File: src/rtl/arf_sequencer_if.sv
// Handshake and control bundle between the decode FSM, the arf_sequencer,
// the address register file and the byte-wide memory port.
interface arf_sequencer_if;
    logic       cmd_valid;
    logic [2:0] cmd;
    logic       cmd_ready;
    logic       mem_wait;
    logic [2:0] arf_funsel;
    logic [2:0] arf_regsel;
    logic [1:0] arf_outcsel;
    logic [1:0] arf_outdsel;
    logic       mem_read;
    logic       mem_write;
    logic       byte_sel;
    logic       busy;
    logic       done;

    modport slave (
        input  cmd_valid, cmd, mem_wait,
        output cmd_ready, arf_funsel, arf_regsel, arf_outcsel, arf_outdsel,
               mem_read, mem_write, byte_sel, busy, done
    );

    modport master (
        output cmd_valid, cmd, mem_wait,
        input  cmd_ready, arf_funsel, arf_regsel, arf_outcsel, arf_outdsel,
               mem_read, mem_write, byte_sel, busy, done
    );
endinterface

File: src/rtl/arf_sequencer.sv
// Multi-cycle controller driving PC/AR/SP control and memory byte strobes
// for fetch, stack push/pop, direct loads and clears.
module arf_sequencer #(
    parameter logic       INIT_CLEAR = 1'b1,
    parameter logic [2:0] FS_DEC     = 3'b000,
    parameter logic [2:0] FS_INC     = 3'b001,
    parameter logic [2:0] FS_LOAD    = 3'b010,
    parameter logic [2:0] FS_CLR     = 3'b011
) (
    input  logic          clock,
    input  logic          reset,
    arf_sequencer_if.slave bus
);
    localparam logic [3:0] ST_IDLE = 4'd0;
    localparam logic [3:0] ST_INIT = 4'd1;
    localparam logic [3:0] ST_F0   = 4'd2;
    localparam logic [3:0] ST_F1   = 4'd3;
    localparam logic [3:0] ST_P0   = 4'd4;
    localparam logic [3:0] ST_P1   = 4'd5;
    localparam logic [3:0] ST_Q0   = 4'd6;
    localparam logic [3:0] ST_Q1   = 4'd7;
    localparam logic [3:0] ST_Q2   = 4'd8;
    localparam logic [3:0] ST_JUMP = 4'd9;
    localparam logic [3:0] ST_LDAR = 4'd10;
    localparam logic [3:0] ST_LDSP = 4'd11;
    localparam logic [3:0] ST_CLR  = 4'd12;

    logic [3:0] state_r;
    logic [3:0] state_s;
    logic [2:0] funsel_s;
    logic [2:0] regsel_s;
    logic [1:0] outcsel_s;
    logic [1:0] outdsel_s;
    logic       rd_s;
    logic       wr_s;
    logic       bsel_s;
    logic       last_s;
    logic       stall_s;

    // State register; reset lands in INIT or IDLE depending on INIT_CLEAR
    always_ff @(posedge clock) begin
        if (reset) begin
            if (INIT_CLEAR) begin
                state_r <= ST_INIT;
            end else begin
                state_r <= ST_IDLE;
            end
        end else begin
            state_r <= state_s;
        end
    end

    // Per-step control word before stall and reset overrides
    always_comb begin
        funsel_s  = FS_DEC;
        regsel_s  = 3'b111;
        outcsel_s = 2'b00;
        outdsel_s = 2'b00;
        rd_s      = 1'b0;
        wr_s      = 1'b0;
        bsel_s    = 1'b0;
        last_s    = 1'b0;
        case (state_r)
            ST_IDLE: begin
                regsel_s = 3'b111;
            end
            ST_INIT: begin
                regsel_s = 3'b000;
                funsel_s = FS_CLR;
            end
            ST_F0, ST_F1: begin
                rd_s     = 1'b1;
                regsel_s = 3'b011;
                funsel_s = FS_INC;
                bsel_s   = (state_r == ST_F1);
                last_s   = (state_r == ST_F1);
            end
            // SP points at the next free byte: write high byte first, then low
            ST_P0, ST_P1: begin
                outdsel_s = 2'b11;
                wr_s      = 1'b1;
                regsel_s  = 3'b110;
                funsel_s  = FS_DEC;
                bsel_s    = (state_r == ST_P0);
                last_s    = (state_r == ST_P1);
            end
            ST_Q0: begin
                regsel_s = 3'b110;
                funsel_s = FS_INC;
            end
            ST_Q1: begin
                outdsel_s = 2'b11;
                rd_s      = 1'b1;
                regsel_s  = 3'b110;
                funsel_s  = FS_INC;
            end
            ST_Q2: begin
                outdsel_s = 2'b11;
                rd_s      = 1'b1;
                bsel_s    = 1'b1;
                funsel_s  = FS_INC;
                last_s    = 1'b1;
            end
            ST_JUMP: begin
                funsel_s  = FS_LOAD;
                regsel_s  = 3'b011;
                outcsel_s = 2'b10;
                last_s    = 1'b1;
            end
            ST_LDAR: begin
                funsel_s  = FS_LOAD;
                regsel_s  = 3'b101;
                outcsel_s = 2'b10;
                last_s    = 1'b1;
            end
            ST_LDSP: begin
                funsel_s = FS_LOAD;
                regsel_s = 3'b110;
                last_s   = 1'b1;
            end
            ST_CLR: begin
                funsel_s = FS_CLR;
                regsel_s = 3'b000;
                last_s   = 1'b1;
            end
            default: begin
                regsel_s = 3'b111;
            end
        endcase
    end

    assign stall_s = (rd_s | wr_s) & bus.mem_wait;

    // Next-state: memory steps hold while the memory is not ready
    always_comb begin
        state_s = ST_IDLE;
        case (state_r)
            ST_IDLE: begin
                if (bus.cmd_valid) begin
                    case (bus.cmd)
                        3'b001:  state_s = ST_F0;
                        3'b010:  state_s = ST_P0;
                        3'b011:  state_s = ST_Q0;
                        3'b100:  state_s = ST_JUMP;
                        3'b101:  state_s = ST_LDAR;
                        3'b110:  state_s = ST_LDSP;
                        3'b111:  state_s = ST_CLR;
                        default: state_s = ST_IDLE;
                    endcase
                end else begin
                    state_s = ST_IDLE;
                end
            end
            ST_F0:   state_s = stall_s ? ST_F0 : ST_F1;
            ST_F1:   state_s = stall_s ? ST_F1 : ST_IDLE;
            ST_P0:   state_s = stall_s ? ST_P0 : ST_P1;
            ST_P1:   state_s = stall_s ? ST_P1 : ST_IDLE;
            ST_Q0:   state_s = ST_Q1;
            ST_Q1:   state_s = stall_s ? ST_Q1 : ST_Q2;
            ST_Q2:   state_s = stall_s ? ST_Q2 : ST_IDLE;
            default: state_s = ST_IDLE;
        endcase
    end

    // Output stage: reset forces idle outputs in the same cycle
    always_comb begin
        if (reset) begin
            bus.arf_funsel  = FS_DEC;
            bus.arf_regsel  = 3'b111;
            bus.arf_outcsel = 2'b00;
            bus.arf_outdsel = 2'b00;
            bus.mem_read    = 1'b0;
            bus.mem_write   = 1'b0;
            bus.byte_sel    = 1'b0;
            bus.done        = 1'b0;
            bus.busy        = 1'b0;
            bus.cmd_ready   = 1'b0;
        end else begin
            bus.arf_funsel  = funsel_s;
            bus.arf_regsel  = stall_s ? 3'b111 : regsel_s;
            bus.arf_outcsel = outcsel_s;
            bus.arf_outdsel = outdsel_s;
            bus.mem_read    = rd_s;
            bus.mem_write   = wr_s;
            bus.byte_sel    = bsel_s;
            bus.done        = last_s & ~stall_s;
            bus.busy        = (state_r != ST_IDLE);
            bus.cmd_ready   = (state_r == ST_IDLE);
        end
    end
endmodule
File: src/flat_wrapper.sv
// flat-port wrapper written by rule: the top's interface ports become plain ports
module arf_sequencer_flat 
#(
    parameter logic       INIT_CLEAR = 1'b1,
    parameter logic [2:0] FS_DEC     = 3'b000,
    parameter logic [2:0] FS_INC     = 3'b001,
    parameter logic [2:0] FS_LOAD    = 3'b010,
    parameter logic [2:0] FS_CLR     = 3'b011
)
  (clock, reset, bus_cmd_valid, bus_cmd, bus_mem_wait, bus_cmd_ready, bus_arf_funsel, bus_arf_regsel, bus_arf_outcsel, bus_arf_outdsel, bus_mem_read, bus_mem_write, bus_byte_sel, bus_busy, bus_done);
  arf_sequencer_if bus_i ();
  input  logic clock;
  input  logic reset;
  input wire logic [$bits(bus_i.cmd_valid)-1:0] bus_cmd_valid;
  input wire logic [$bits(bus_i.cmd)-1:0] bus_cmd;
  input wire logic [$bits(bus_i.mem_wait)-1:0] bus_mem_wait;
  output wire logic [$bits(bus_i.cmd_ready)-1:0] bus_cmd_ready;
  output wire logic [$bits(bus_i.arf_funsel)-1:0] bus_arf_funsel;
  output wire logic [$bits(bus_i.arf_regsel)-1:0] bus_arf_regsel;
  output wire logic [$bits(bus_i.arf_outcsel)-1:0] bus_arf_outcsel;
  output wire logic [$bits(bus_i.arf_outdsel)-1:0] bus_arf_outdsel;
  output wire logic [$bits(bus_i.mem_read)-1:0] bus_mem_read;
  output wire logic [$bits(bus_i.mem_write)-1:0] bus_mem_write;
  output wire logic [$bits(bus_i.byte_sel)-1:0] bus_byte_sel;
  output wire logic [$bits(bus_i.busy)-1:0] bus_busy;
  output wire logic [$bits(bus_i.done)-1:0] bus_done;
  assign bus_i.cmd_valid = bus_cmd_valid;
  assign bus_i.cmd = bus_cmd;
  assign bus_i.mem_wait = bus_mem_wait;
  assign bus_cmd_ready = bus_i.cmd_ready;
  assign bus_arf_funsel = bus_i.arf_funsel;
  assign bus_arf_regsel = bus_i.arf_regsel;
  assign bus_arf_outcsel = bus_i.arf_outcsel;
  assign bus_arf_outdsel = bus_i.arf_outdsel;
  assign bus_mem_read = bus_i.mem_read;
  assign bus_mem_write = bus_i.mem_write;
  assign bus_byte_sel = bus_i.byte_sel;
  assign bus_busy = bus_i.busy;
  assign bus_done = bus_i.done;
  arf_sequencer #(.INIT_CLEAR(INIT_CLEAR), .FS_DEC(FS_DEC), .FS_INC(FS_INC), .FS_LOAD(FS_LOAD), .FS_CLR(FS_CLR)) u_core (.clock(clock), .reset(reset), .bus(bus_i));
endmodule
File: config.mk
export PLATFORM = sky130hd
export DESIGN_NAME = arf_sequencer_flat
export DESIGN_NICKNAME = d
export VERILOG_FILES = /design/src/rtl/arf_sequencer_if.sv /design/src/rtl/arf_sequencer.sv /design/src/flat_wrapper.sv
export SDC_FILE = /design/constraint.sdc
export NUM_CORES = 1
export LEC_CHECK = 0
export BUFFER_PORTS_ARGS = -buffer_cell sky130_fd_sc_hd__buf_2
export CORE_MARGIN = 4
export CORE_UTILIZATION = 47
export DETAILED_ROUTE_END_ITERATION = 8
export PLACE_DENSITY = 0.77
export SYNTH_ARGS = -nofsm -noshare
export SYNTH_HDL_FRONTEND = slang
export SYNTH_SLANG_ARGS = --single-unit
export TNS_END_PERCENT = 50
File: constraint.sdc
create_clock -name clock -period 1.4 [get_ports clock]
set_input_delay 0 -clock clock [delete_from_list [all_inputs] [get_ports clock]]
set_output_delay 0 -clock clock [all_outputs]
set_load 0.02 [all_outputs]
==> metrics.yaml, run 1 <==
die_area_sq_mm: 0.00196
first_pass_iters: 4
h-tree-depth: 1
setup_ws_ns: 0.00951
cts_sinks: 4
grt-ovfl-total: 0
start_util_pct: 52.8
drc: 0
port_buffers: 20
rr_endpoint: "u_core.state_r[2]$_SDFF_PP0_"
cts-root-buf: "clkbuf_4"
layout.cells.most_common: "buf_2"
p_leak_nw: 0.379
syn_area_per_cell_sq_um: 7.19
avgViaCountPerCell: 5.70
setup_tns_ns: 0
fmax_mhz: 719
grt_pass1_vias: 634
cpPeakStageDelay_ns: 0.40
worst-endpoint-required_ns: 1.40
grt_usage_pct: 17.9
min_path_type: "input port to flop"
synthCells: 86
io_pins: 23
peakVddDrop_uv: 448
dieWidth_um: 44.3
clock_latency_ns: 0.23
dp_slack_ns: 0.0492
status: "completed"
critPathSlowestCell: "dfxtp_4"
synth_seq_cells: 4
place_inst: 116
vias: 713
hold_start: "bus_cmd[2]"
stdcell_area_sq_um: 862
startpoint_type: "flop"
dp_hpwl_um: 1050
std_cell_rows: 12
clock_skew_ns: 0.00290
finalCritPeriodShare_pct: 99.3
antenna_cells: 0
hold_ws_ns: 0.0752
routedWlPerCell_um: 14.2
crit_chain: "buf_4, nor4_4, and2_4, buf_6"
top_register: "u_core.state_r"
cts_tree: "yes"
hold_violations: 0
synth_seq_area_share_pct: 13.0
drt_iter0_drc: 18
finalPower_mw: 0.472
yosysWarnings: 0
dieHeight_um: 44.3
finalSetupViolations: 0
holdPathStages: 3
rsz0062_at_grt: "true"
synthArstFlopShare_pct: 0
r2r_slack_ns: 0.05
largest_reg_flops: 4
place_congestion: 0.893
synth_edf_count: 0
ys.flop_type: "dfxtp_1"
area_delta_synth_final_pct: 39.5
coreArea_sq_mm: 0.00117
cp.arrival_ns: 1.39
reg2reg_depth: 5
largestRegisters: "u_core.state_r x4"
worstSetupEndpointType: "output port"
antenna_found_initial: 0
cts_buffers: 3
fin_cells: 125
report.final.slew_viol_count: 0
min_to: "u_core.state_r[3]$_SDFF_PP0_"
ys_types: 44
clk_pin_slew_worst_paths_ns: 0.04
drive_gt1_share_pct: 46.8
fin_util_pct: 73.6
netlist_area_sq_um: 618
place_area_sq_um: 709
worstSetupPathType: "flop to output port"
maxCapViolations: 0
critPathMaxFanout: 16
grt_max_degree: 17
r2r_start: "u_core.state_r[3]$_SDFF_PP0_"
p_per_area_mw_per_mm2: 547
antenna_left: 0
wl_um: 1770
mostFrequentLayoutCells: "buf_2, buf_4, nor2_1"
grt_first_pass_wirelength_um: 2690
cts_buffer_depth: 2
nNetsFinal: 120
min_period_ns: 1.39
==> metal layers <==
metal / GRT usage, % / share of wire, % / up-vias
met1: 24.0 / 39 / 315
met5: 0 / 0 / -
met2: 27.0 / 50 / 39
met3: 3.66 / 8.1 / 6
met4: 8.43 / 3.2 / 0
li1: - / - / 353
==> power breakdown <==
part,internal (mW),total (mW),switching [mW],leakage (nW)
Sequential,0.114,0.124,0.00995,0.0354
Combinational,0.0979,0.209,0.111,0.330
Clock,0.0956,0.138,0.0427,0.0138
==> synthesized netlist by cell type (all sizes together) (2+ instances only) <==
cell,n,share of area (%)
a21o,2,2.4
a21oi,8,6.5
buf,9,12
clkbuf,3,2.0
dfxtp,4,13
inv,5,3.0
nand2,4,2.4
nand2b,3,3.0
nand3,2,1.6
nand4,2,2.0
nor2,7,4.3
nor2b,2,2.0
nor3b,2,2.4
nor4,2,4.5
o21a,2,2.4
o21ai,3,2.4
xnor2,2,2.8
xor2,2,2.8
==> final cells by class <==
| class | count | area, sq um |
|---|---|---|
| Fill cell | 95 | 309 |
| Multi-Input combinational cell | 66 | 473 |
| Timing Repair Buffer | 33 | 235 |
| Clock buffer | 3 | 22.5 |
| Inverter | 5 | 18.8 |
| Tap cell | 14 | 17.5 |
| Sequential cell | 4 | 95.1 |
==> repair_timing <==
item	in CTS	in global routing
resized for setup	10	16
buffers inserted	5	1
hold buffers	0	0
setup endpoints to repair	13	15
pin swaps	3	7
==> worst max-delay path by stage <==
stage          depth (start not counted)                      endpoint                         start
2_1_floorplan                          5            bus_arf_outdsel[1]  u_core.state_r[3]$_SDFF_PP0_
3_3_place_gp                           4  u_core.state_r[0]$_SDFF_PP1_  u_core.state_r[2]$_SDFF_PP0_
3_5_place_dp                           4  u_core.state_r[2]$_SDFF_PP0_  u_core.state_r[2]$_SDFF_PP0_
4_1_cts                                4             bus_arf_regsel[0]  u_core.state_r[3]$_SDFF_PP0_
5_1_grt                                4                 bus_cmd_ready  u_core.state_r[3]$_SDFF_PP0_
6_report                               4                 bus_cmd_ready  u_core.state_r[3]$_SDFF_PP0_
==> cells by family after synthesis <==
group | Yosys count | share of synthesized area (%)
other cells | 1 | 0.607
flops | 4 | 13.0
xor+xnor | 4 | 5.67
compound gates | 26 | 28.5
buf+inv | 17 | 17.4
simple gates | 34 | 34.8
==> critical path: cells and delay by family, from the launching register on <==
kind / cells / cell delay (ns)
flip-flops: 1 / 0.40
buffers and inverters: 2 / 0.27
AND/OR/NAND/NOR: 2 / 0.48
No activity file was read; power rests on OpenSTA's default activity.
==> run 2: changes to the inputs <==
--- a/config.mk
+++ b/config.mk
@@ -14,3 +14,2 @@
 export SYNTH_HDL_FRONTEND = slang
 export SYNTH_SLANG_ARGS = --single-unit
-export TNS_END_PERCENT = 50
==> constraint.sdc (replaced) <==
create_clock -name clock -period 1.4 [get_ports clock]
set_input_delay 0.21 -clock clock [delete_from_list [all_inputs] [get_ports clock]]
set_output_delay 0.21 -clock clock [all_outputs]
set_load 0.02 [all_outputs]
==> metrics.yaml, run 2 (synthesis results as in run 1) <==
status: "finished, violations left"  # was completed
violations: "negative setup slack"
drt_iter0_drc: 103  # was 18
dieHeight_um: 44.3  # unchanged
fmax_mhz: 592  # was 719 MHz
maxCapViolations: 0  # unchanged
cts_buffers: 3  # unchanged
clock_skew_ns: 0.0114  # was 0.00290 ns
grt_usage_pct: 26.2  # was 17.9%
top_register: "u_core.state_r"  # unchanged
avgViaCountPerCell: 7.16  # was 5.70
grt_first_pass_wirelength_um: 3750  # was 2690 um
nFillCells: 32  # was 95
grt_pass1_vias: 768  # was 634
stdcell_area_sq_mm: 0.00110  # was 862 sq um
h-tree-depth: 1  # unchanged
setup_ws_ns: -0.290  # was 0.00951 ns
worst-endpoint-required_ns: 1.19  # was 1.40 ns
drive_gt1_share_pct: 64.5  # was 46.8%
cp.arrival_ns: 1.48  # was 1.39 ns
place_area_sq_um: 781  # was 709 sq um
report.final.slew_viol_count: 0  # unchanged
critPathMaxFanout: 7  # was 16
routedWlPerCell_um: 24.3  # was 14.2 um
coreArea_sq_mm: 0.00117  # unchanged
port_buffers: 20  # unchanged
largestRegisters: "u_core.state_r x4"  # unchanged
cts_hold_buf: 0  # unchanged
mostFrequentLayoutCells: "buf_4, buf_6, buf_2"  # was buf_2, buf_4, nor2_1
first_pass_iters: 7  # was 4
cts_tree: "yes"  # unchanged
antenna_found_initial: 0  # unchanged
cts-root-buf: "clkbuf_4"  # unchanged
min_period_ns: 1.69  # was 1.39 ns
finalSetupViolations: 18  # was 0
grt-ovfl-total: 0  # unchanged
start_util_pct: 52.8  # unchanged
dp_hpwl_um: 1400  # was 1050 um
nNetsFinal: 130  # was 120
antenna_cells: 0  # unchanged
hold_ws_ns: 0.283  # was 0.0752 ns
p_leak_nw: 0.454  # was 0.379 nW
rsz0062_at_grt: "true"  # unchanged
antenna_left: 0  # unchanged
layout.cells.most_common: "buf_4"  # was buf_2
drc: 0  # unchanged
finalCritPeriodShare_pct: 121  # was 99.3%
startpoint_type: "flop"  # unchanged
cts_sinks: 4  # unchanged
cts_buffer_depth: 2  # unchanged
largest_reg_flops: 4  # unchanged
dieWidth_um: 44.3  # unchanged
worstSetupEndpointType: "output port"  # unchanged
std_cell_rows: 12  # unchanged
clk_pin_slew_worst_paths_ns: 0.05  # was 0.04 ns
p_per_area_mw_per_mm2: 520  # was 547 mW/mm^2
vias: 967  # was 713
io_pins: 23  # unchanged
worstSetupPathType: "flop to output port"  # unchanged
grt_max_degree: 12  # was 17
die_area_sq_mm: 0.00196  # unchanged
clock_latency_ns: 0.26  # was 0.23 ns
min_path_type: "input port to flop"  # unchanged
hold_violations: 0  # unchanged
peakVddDrop_uv: 348  # was 448 uV
area_delta_synth_final_pct: 78.5  # was 39.5%
wl_um: 3280  # was 1770 um
place_congestion: 0.898  # was 0.893
run 2: layout make-up:
type	instances	area, sq um	share of cell area (%)
tap	14	17.5	1.59
clock buffer	3	22.5	2.04
timing repair buffer	43	359	32.5
sequential	4	95.1	8.62
inverter	5	18.8	1.70
multi-input combinational	66	591	53.5
run 2: where the power goes:
part	internal [mW]	switching, mW	leakage [nW]
Clock	0.0973	0.0675	0.0138
Combinational	0.129	0.157	0.405
Sequential	0.114	0.00954	0.0354
Total	0.340	0.234	0.454
run 2: worst paths after layout:
check | from | to | slack, ns | cells past startpoint
worst min register to register | u_core.state_r[0]$_SDFF_PP1_ | u_core.state_r[3]$_SDFF_PP0_ | 0.73 | 3
worst min-delay path | bus_cmd[2] | u_core.state_r[3]$_SDFF_PP0_ | 0.28 | 3
worst max register to register | u_core.state_r[3]$_SDFF_PP0_ | u_core.state_r[2]$_SDFF_PP0_ | -0.19 | 6
worst max-delay path | u_core.state_r[3]$_SDFF_PP0_ | bus_done | -0.29 | 5
run 2: through the flow:
| stage | total power [mW] | setup slack, ns | utilization (%) | instances | setup TNS, ns |
|---|---|---|---|---|---|
| after floorplan | 0.259 | -0.0555 | - | 87 | -0.128 |
| after global placement | 0.311 | -0.0476 | 66.7 | 124 | -0.113 |
| after detailed placement | 0.318 | -0.0689 | 66.7 | 124 | -0.406 |
| after CTS | 0.509 | -0.183 | 86.8 | 132 | -1.79 |
| after global routing | 0.591 | -0.369 | 94.2 | 135 | -4.03 |
| final | 0.574 | -0.290 | 94.2 | 135 | -3.58 |
run 2: routing by layer:
layer	wire [um]	up-vias	track usage, %
met3	412	39	2.03
li1	-	377	-
met4	244	0	9.64
met5	0	-	0
met1	1130	439	29.9
met2	1490	112	49.7
run 2: timing repair:
action	in CTS	in global routing
pin swaps	10	7
resized for setup	51	15
setup buffers	5	3
endpoints found under the setup margin	15	18
run 2: worst max-delay path: stages (launching register included):
cell,delay [ns]
dfxtp_4,0.38
buf_4,0.15
a21oi_2,0.19
nor2_2,0.08
nor4_4,0.23
buf_4,0.19
==> run 3: changes to the inputs <==
- SKIP_CTS_REPAIR_TIMING: unset -> 1
- SLEW_MARGIN: unset -> 20
==> metrics.yaml, run 3 (synthesis results as in run 1) <==
fin_cells: 133  # was 135
antenna_left: 0  # unchanged
finalPower_mw: 0.551  # was 0.574 mW
grt_max_degree: 13  # was 12
register_area_sq_um: 95.1  # unchanged
drc: 0  # unchanged
rsz0062_at_grt: "true"  # unchanged
cp.arrival_ns: 1.44  # was 1.48 ns
r2r_start: "u_core.state_r[0]$_SDFF_PP1_"  # was u_core.state_r[3]$_SDFF_PP0_
largest_reg_flops: 4  # unchanged
antenna_found_initial: 0  # unchanged
worstSetupEndpointType: "output port"  # unchanged
place_congestion: 0.898  # unchanged
cts_sinks: 4  # unchanged
holdPathStages: 3  # unchanged
place_inst: 124  # unchanged
routedWlPerCell_um: 18.8  # was 24.3 um
stdcell_area_sq_mm: 0.00104  # was 0.00110 sq mm
min_path_type: "input port to flop"  # unchanged
nNetsFinal: 128  # was 130
worst-endpoint-required_ns: 1.19  # about the same
finalCritPeriodShare_pct: 118  # was 121%
clk_pin_slew_worst_paths_ns: 0.04  # was 0.05 ns
die_area_sq_mm: 0.00196  # unchanged
finalSetupViolations: 18  # unchanged
cp-startpoint: "u_core.state_r[0]$_SDFF_PP1_"  # was u_core.state_r[3]$_SDFF_PP0_
wl_um: 2510  # was 3280 um
layout.cells.most_common: "buf_4"  # unchanged
grt-ovfl-total: 0  # unchanged
clock_latency_ns: 0.25  # was 0.26 ns
dieHeight_um: 44.3  # unchanged
cts_buffer_depth: 2  # unchanged
std_cell_rows: 12  # unchanged
multi_input_area_sq_um: 537  # was 591 sq um
dp_hpwl_um: 1400  # unchanged
maxCapViolations: 0  # unchanged
hold_start: "bus_cmd_valid"  # was bus_cmd[2]
peakVddDrop_uv: 364  # was 348 uV
port_buffers: 20  # unchanged
place_area_sq_um: 781  # unchanged
setup_ws_ns: -0.251  # was -0.290 ns
grt_usage_pct: 18.8  # was 26.2%
fmax_mhz: 606  # was 592 MHz
startpoint_type: "flop"  # unchanged
hold_ws_ns: 0.264  # was 0.283 ns
grt_first_pass_wirelength_um: 2820  # was 3750 um
cts_buffers: 3  # unchanged
grt_pass1_vias: 691  # was 768
hold_violations: 0  # unchanged
clock_skew_ns: 0.00198  # was 0.0114 ns
top_register: "u_core.state_r"  # unchanged
mostFrequentLayoutCells: "buf_4, buf_6, buf_2"  # unchanged
drt_iter0_drc: 31  # was 103
status: "finished, violations left"  # unchanged
p_leak_nw: 0.439  # was 0.454 nW
avgViaCountPerCell: 6.25  # was 7.16
worstSetupPathType: "flop to output port"  # unchanged
violations: "negative setup slack"  # unchanged
area_delta_synth_final_pct: 68.2  # was 78.5%
reg2reg_depth: 6  # unchanged
cts_tree: "yes"  # unchanged
min_period_ns: 1.65  # was 1.69 ns
critPathMaxFanout: 5  # was 7
p_per_area_mw_per_mm2: 530  # was 520 mW/mm^2
antenna_cells: 0  # unchanged
dieWidth_um: 44.3  # unchanged
h-tree-depth: 1  # unchanged
start_util_pct: 52.8  # unchanged
first_pass_iters: 4  # was 7
cts-root-buf: "clkbuf_4"  # unchanged
vias: 831  # was 967
coreArea_sq_mm: 0.00117  # unchanged
report.final.slew_viol_count: 0  # unchanged
largestRegisters: "u_core.state_r x4"  # unchanged
nFillCells: 57  # was 32
io_pins: 23  # unchanged
drive_gt1_share_pct: 59.7  # was 64.5%
-- run 3: cell count changes in the layout (fill, tap and decap cells not counted), sizes merged --
| cell | before | now |
|---|---|---|
| buf | 43 | 41 |
-- run 3: final cells by class --
type,count,area share [%]
multi-input cells,66,51.6
repair buffers,41,33.6
flip-flops and latches,4,9.15
clock buffers,3,2.17
inverters,5,1.81
well taps,14,1.68
-- run 3: critical path, cell delays in order, from the launching register on --
cell and delay [ns]:
dfxtp_4 0.36, buf_4 0.14, nor4_4 0.33, buf_4 0.18
nor2_1 0.03, buf_4 0.15
-- run 3: path summary, 6_finish.rpt --
check / end / slack [ns]
min reg2reg: u_core.state_r[0]$_SDFF_PP1_ / 0.70
max reg2reg: u_core.state_r[3]$_SDFF_PP0_ / -0.06
max: bus_busy / -0.25
min: u_core.state_r[2]$_SDFF_PP0_ / 0.26
-- run 3: report_power, final --
part | total, mW | leakage [nW] | switching (mW) | internal, mW
Combinational | 0.267 | 0.390 | 0.138 | 0.130
Clock | 0.160 | 0.0138 | 0.0629 | 0.0969
Sequential | 0.124 | 0.0354 | 0.00987 | 0.114
Total | 0.551 | 0.439 | 0.210 | 0.341
-- run 3: stage by stage --
stage	utilization [%]	setup TNS, ns	setup WS (ns)
5_1_grt	88.8	-3.23	-0.264
6_report	88.8	-2.66	-0.251
3_5_place_dp	66.7	-0.406	-0.0689
2_1_floorplan	-	-0.128	-0.0555
3_3_place_gp	66.7	-0.113	-0.0476
4_1_cts	68.6	-3.69	-0.318
-- run 3: metal layers --
| layer | up-vias | wire length (um) | track usage [%] | share of wire [%] |
|---|---|---|---|---|
| met3 | 12 | 163 | 2.03 | 6.5 |
| met2 | 47 | 1220 | 33.7 | 49 |
| li1 | 373 | - | - | - |
| met1 | 399 | 1040 | 22.1 | 41 |
| met5 | - | 0 | 0 | 0 |
| met4 | 0 | 81 | 8.43 | 3.2 |
